File: config.mk
export PLATFORM = sky130hd
export DESIGN_NAME = tohost_sim_ctrl
export DESIGN_NICKNAME = d
export VERILOG_FILES = /design/src/rtl/tohost_sim_ctrl.sv
export SDC_FILE = /design/constraint.sdc
export NUM_CORES = 1
export LEC_CHECK = 0
export BUFFER_PORTS_ARGS = -buffer_cell sky130_fd_sc_hd__buf_2
export CELL_PAD_IN_SITES_DETAIL_PLACEMENT = 1
export CELL_PAD_IN_SITES_GLOBAL_PLACEMENT = 1
export CORE_UTILIZATION = 34
export DETAILED_ROUTE_END_ITERATION = 7
export PLACE_DENSITY = 0.75
export SYNTH_ARGS = -nofsm -noshare
export SYNTH_HDL_FRONTEND = slang
export SYNTH_SLANG_ARGS = --single-unit
File: constraint.sdc
create_clock -name clk -period 2.1 [get_ports clk]
set_clock_uncertainty 0.1 [all_clocks]
set_input_delay 0.42 -clock clk [delete_from_list [all_inputs] [get_ports clk]]
set_output_delay 0.42 -clock clk [all_outputs]
set_load 0.005 [all_outputs]
File: src/rtl/tohost_sim_ctrl.sv
// tohost_sim_ctrl: bus-mapped test-completion peripheral.
// Reports pass/fail/timeout and the end cycle to the simulation host, and
// streams console bytes out through a small FIFO.
// Build option: define TOHOST_CONSOLE_EN to include the console FIFO;
// without it CONSOLE writes are ignored and the console outputs stay idle.
module tohost_sim_ctrl #(
  parameter int unsigned TIMEOUT_CYCLES = 32'h0010_0000,
  parameter int unsigned CON_DEPTH      = 4
) (
  input  logic        clk,
  input  logic        rst,
  input  logic        req_i,
  input  logic        we_i,
  input  logic [7:0]  addr_i,
  input  logic [31:0] data_i,
  output logic [31:0] data_o,
  output logic        done_o,
  output logic        pass_o,
  output logic        timeout_o,
  output logic [31:0] test_code_o,
  output logic [30:0] testnum_o,
  output logic [31:0] end_cycle_o,
  output logic        con_valid_o,
  output logic [7:0]  con_data_o,
  input  logic        con_ready_i
);

  localparam bit          TimeoutEn   = (TIMEOUT_CYCLES != 0);
  localparam logic [31:0] TimeoutLast = 32'(TIMEOUT_CYCLES - 1);

  typedef enum logic [0:0] {StRun, StDone} state_e;

  state_e      state_q, state_d;
  logic [31:0] counter_q, counter_d;
  logic        done_q, done_d;
  logic        pass_q, pass_d;
  logic        timeout_q, timeout_d;
  logic [31:0] code_q, code_d;
  logic [31:0] end_q, end_d;
  logic [31:0] rdata_q, rdata_d;

  logic        sel_tohost, sel_console, rd_req;
  logic        hit_result, hit_timeout;
  logic        fifo_empty, fifo_full, overflow;
  logic        unused_addr;

  assign sel_tohost  = req_i & we_i & (addr_i[7:2] == 6'd0);
  assign sel_console = req_i & we_i & (addr_i[7:2] == 6'd1);
  assign rd_req      = req_i & ~we_i;
  // Even TOHOST values are syscall requests and never end the test.
  assign hit_result  = sel_tohost & data_i[0];
  assign hit_timeout = TimeoutEn && (counter_q == TimeoutLast);
  assign unused_addr = ^addr_i[1:0];

  // State and result registers.
  always_ff @(posedge clk) begin
    if (rst) begin
      state_q   <= StRun;
      counter_q <= '0;
      done_q    <= 1'b0;
      pass_q    <= 1'b0;
      timeout_q <= 1'b0;
      code_q    <= '0;
      end_q     <= '0;
      rdata_q   <= '0;
    end else begin
      state_q   <= state_d;
      counter_q <= counter_d;
      done_q    <= done_d;
      pass_q    <= pass_d;
      timeout_q <= timeout_d;
      code_q    <= code_d;
      end_q     <= end_d;
      rdata_q   <= rdata_d;
    end
  end

  // FSM next state: run until a result write or the watchdog; the write wins a tie.
  always_comb begin
    state_d   = state_q;
    counter_d = counter_q;
    done_d    = done_q;
    pass_d    = pass_q;
    timeout_d = timeout_q;
    code_d    = code_q;
    end_d     = end_q;
    unique case (state_q)
      StRun: begin
        if (counter_q != 32'hFFFF_FFFF) counter_d = counter_q + 32'd1;
        if (hit_result) begin
          state_d = StDone;
          done_d  = 1'b1;
          code_d  = data_i;
          pass_d  = (data_i == 32'd1);
          end_d   = counter_q;
        end else if (hit_timeout) begin
          state_d   = StDone;
          done_d    = 1'b1;
          timeout_d = 1'b1;
          pass_d    = 1'b0;
          code_d    = '0;
          end_d     = counter_q;
        end
      end
      StDone: ;
      default: state_d = StRun;
    endcase
  end

  // Registered read data; holds its value between reads.
  always_comb begin
    rdata_d = rdata_q;
    if (rd_req) begin
      unique case (addr_i[7:2])
        6'd2:    rdata_d = {27'b0, timeout_q, overflow, fifo_full, fifo_empty, done_q};
        6'd3:    rdata_d = counter_q;
        default: rdata_d = '0;
      endcase
    end
  end

`ifdef TOHOST_CONSOLE_EN
  localparam int unsigned PtrW     = (CON_DEPTH > 1) ? $clog2(CON_DEPTH) : 1;
  localparam logic [PtrW:0] DepthCnt = (PtrW + 1)'(CON_DEPTH);

  logic [7:0]      mem_q [CON_DEPTH];
  logic [PtrW-1:0] wr_ptr_q, wr_ptr_d, rd_ptr_q, rd_ptr_d;
  logic [PtrW:0]   cnt_q, cnt_d;
  logic            ovf_q, ovf_d;
  logic            push, pop;

  assign fifo_empty = (cnt_q == '0);
  assign fifo_full  = (cnt_q == DepthCnt);
  assign overflow   = ovf_q;
  assign pop        = ~fifo_empty & con_ready_i;
  // A pop in the same cycle frees the slot the push needs.
  assign push       = sel_console & (~fifo_full | pop);

  // FIFO pointer/occupancy next state.
  always_comb begin
    wr_ptr_d = wr_ptr_q;
    rd_ptr_d = rd_ptr_q;
    cnt_d    = cnt_q;
    ovf_d    = ovf_q | (sel_console & fifo_full & ~pop);
    if (push) wr_ptr_d = wr_ptr_q + 1'b1;
    if (pop)  rd_ptr_d = rd_ptr_q + 1'b1;
    if (push && !pop)      cnt_d = cnt_q + 1'b1;
    else if (pop && !push) cnt_d = cnt_q - 1'b1;
  end

  // FIFO control registers.
  always_ff @(posedge clk) begin
    if (rst) begin
      wr_ptr_q <= '0;
      rd_ptr_q <= '0;
      cnt_q    <= '0;
      ovf_q    <= 1'b0;
    end else begin
      wr_ptr_q <= wr_ptr_d;
      rd_ptr_q <= rd_ptr_d;
      cnt_q    <= cnt_d;
      ovf_q    <= ovf_d;
    end
  end

  // FIFO storage; contents are don't-care once the pointers reset.
  always_ff @(posedge clk) begin
    if (push) mem_q[wr_ptr_q] <= data_i[7:0];
  end

  assign con_valid_o = ~fifo_empty;
  assign con_data_o  = fifo_empty ? 8'h00 : mem_q[rd_ptr_q];
`else
  logic unused_con;

  assign fifo_empty  = 1'b1;
  assign fifo_full   = 1'b0;
  assign overflow    = 1'b0;
  assign con_valid_o = 1'b0;
  assign con_data_o  = 8'h00;
  assign unused_con  = con_ready_i ^ sel_console ^ (CON_DEPTH == 0);
`endif

  assign data_o      = rdata_q;
  assign done_o      = done_q;
  assign pass_o      = pass_q;
  assign timeout_o   = timeout_q;
  assign test_code_o = code_q;
  assign testnum_o   = code_q[31:1];
  assign end_cycle_o = end_q;

endmodule
==> metrics.cfg <==
[synthesis]
synth_top_family_by_area = simple AND/OR/NAND/NOR gates
synth_edf_count = 0
synth-adder-area-share_pct = 0.223
synthMuxAreaShare_pct = 1.60
ys_seq_elements = 132
synthSimpleGateAreaFrac_pct = 22.6
ys_seq_area_share_pct = 47.1
syn-cell-area_um2 = 5610
synthXorXnorAreaFrac_pct = 0.936
async_flop_share_pct = 0
synth_cell_types = 49
yosys-top-cells-area = dfxtp_1, buf_4, a22o_1
yosysWarnings = 0
synth_flop_cell = dfxtp_1
yosys.area.top_type_share_pct = 47.1
synth_top_area_cell = dfxtp_1
avgSynthCellArea_um2 = 9.20
synthCells = 610
synth_compound_area_share_pct = 18.2

[worst_setup_path]
path_class = register to register
required_ns = 2.35
cp_cell_sequence = nand3_2, or4_4, a2111o_1, or3_1, a21oi_1
worstPathArrival_ns = 2.45
rr_worst_depth = 5
crit_buf_inv = 0
cp_num_cells = 5
path_max_fanout = 6
cpLargestDelayFamily = simple AND/OR/NAND/NOR gates
worst_setup_path_end_kind = register
slowest_stage = or4_4
worst_setup_path_start_kind = register
max_stage_delay_ns = 0.56

[cts]
ctsHoldBuffers = 0
numCtsBuffers = 17
cts_tree = yes
clk_latency_ns = 0.43
clockRootBuffer = clkbuf_16
cts-htree-levels = 4
cts.sinks = 132
clkTransAtPathRegs_ns = 0.06
clk_path_buf_depth = 2

[drt]
drt-initial-drc-count = 232
drc = 0
wl_um = 19300
wire_per_inst_um = 18.9
final_antenna_net_count = 0
dr.pass1.iters = 5
num_vias = 5446
routed_via_density = 5.33

[sta]
fmax_ghz = 0.455
finalSetupViolCount = 15
fin_crit_ns = 2.20
timing.final.crit_share_pct = 105
hold_viol = 0
drv_slew = 0
grt_setup_unrepaired = yes
setup_ws_ns = -0.0973

[placement]
gp_congestion = 0.814
dp_hpwl_um = 13200
dp.cells = 977
port_buffers = 171

[min_path]
whs_path_depth = 2
hold_class = input pin to register

[global_routing]
grt_max_degree = 36
antenna_found_initial = 0
grt_pass1_wl_um = 28400
grt-ovfl-total = 0
grt_use_total_pct = 21.8
first_global_vias = 5423

[floorplan]
die_x_um = 131
std_cell_rows = 46
pin_count = 184
start_util_pct = 35.1
die-area_um2 = 17000
dieHeight_um = 131
core_um2 = 16000

[finish]
drive_above_1_share_pct = 40.6
fin_nets = 838
layout.cells.non_filler = 1022
final_util_pct = 48.2
fillers = 1875
area_delta_synth_final_pct = 37.5

[run_status]
status = complete, but fails checks
failed_checks = setup timing

[power_and_ir_drop]
power.density_nw_per_um2 = 754
finalPower_mw = 5.82
leakagePower_nw = 3.27
vdd_drop_max_v = 0.000574

[run]
maxCapViolCount = 0

[repair_timing]
action | in CTS | in global routing
buffers inserted | 5 | 8
resized for setup | 11 | 61
pin swaps | 4 | 28
cloned | 1 | 0
setup endpoints to repair | 42 | 80
[layout by cell type (no fill, tap or decap), drive strengths merged, types with 4 or more instances in the layout]
cell type  instances
a22o              31
o31ai              7
nand2b            40
clkbuf            18
nand4             11
nand3             13
xnor2              5
or4               11
clkinv             7
a22oi             29
or3               14
nor2              45
or2                4
nor4              14
mux2i              9
conb               9
o21ai             45
buf              243
dfxtp            132
nand4b            26
nor3               7
a21oi             29
inv                9
nand2             16
[stage by stage]
step	setup TNS (ns)	hold WS (ns)	area (µm²)	setup WS (ns)
after detailed placement	-11.61	0.334	6840	-0.188
final	-0.543	0.128	7720	-0.0973
after floorplan	0	0.351	5700	0.00155
after CTS	-0.271	0.113	7540	-0.0947
after global routing	-4.22	0.112	7720	-0.191
after global placement	-9.11	0.330	6840	-0.163
[flip-flops by register name (all words and copies together) (netlist names)]
| name | cells |
|---|---|
| state_q | 1 |
| counter_q | 32 |
| done_o | 1 |
| data_o | 32 |
| end_cycle_o | 32 |
| timeout_o | 1 |
| test_code_o | 32 |
| pass_o | 1 |
[worst paths after layout]
path,slack [ns],startpoint,endpoint
max,-0.1,counter_q[6]$_SDFFE_PP0P_,counter_q[31]$_SDFFE_PP0P_
max reg2reg,-0.1,counter_q[6]$_SDFFE_PP0P_,counter_q[31]$_SDFFE_PP0P_
min,0.13,data_i[11],test_code_o[11]$_SDFFE_PP0P_
min reg2reg,0.35,test_code_o[0]$_SDFFE_PP0P_,test_code_o[0]$_SDFFE_PP0P_
[per-layer routing]
metal,vias to the layer above,track usage (%),share of wire (%)
met5,-,0,0
met4,0,6.96,1.3
met3,24,5.09,5.6
met2,200,37.9,50
met1,2679,26.6,43
li1,2543,-,-
[power breakdown]
group / switching [mW] / internal (mW)
Sequential: 0.00598 / 2.51
Combinational: 0.126 / 0.0859
Clock: 1.18 / 1.91
Total: 1.31 / 4.51
[logic make-up (layout without fill, tap and decap cells)]
family	after synthesis	count (layout)
mux	9	9
simple gates	213	213
compound gates	152	152
xor+xnor	6	6
other cells	1	10
buf+inv	96	283
flops	132	132
fa+ha+maj	1	1
[cells in the mapped netlist (2+ instances only)]
| cell type | number |
|---|---|
| o21ai_0 | 43 |
| a31oi_1 | 2 |
| or4_1 | 9 |
| xnor2_1 | 5 |
| buf_2 | 5 |
| nand4b_1 | 26 |
| inv_1 | 7 |
| a2111o_1 | 2 |
| nand4_1 | 10 |
| nand2b_1 | 40 |
| a22oi_1 | 29 |
| a22o_1 | 31 |
| buf_4 | 41 |
| a21oi_1 | 28 |
| o31ai_1 | 7 |
| o21ai_1 | 2 |
| nand3b_1 | 3 |
| and4_1 | 3 |
| nand2_1 | 16 |
| nor3_1 | 7 |
| and2_1 | 2 |
| or3_1 | 13 |
| dfxtp_1 | 132 |
| nand3_1 | 13 |
| or4_4 | 2 |
| a311oi_1 | 2 |
| nor2_1 | 45 |
| nor4_1 | 14 |
| or2_2 | 3 |
| clkbuf_2 | 2 |
| clkbuf_1 | 39 |
| mux2i_1 | 9 |
| and3_1 | 2 |
[final cells by class]
cell class	instances	area [µm²]	area share (%)
Multi-Input combinational cell	390	2660	34.5
Sequential cell	132	2660	34.4
Timing Repair Buffer	243	1480	19.1
Clock buffer	18	439	5.69
Tap cell	216	270	3.50
Clock inverter	14	179	2.32
Inverter	8	30.0	0.389
Antenna cell	1	2.50	0.0324
Power figures use the tool's default switching activity.
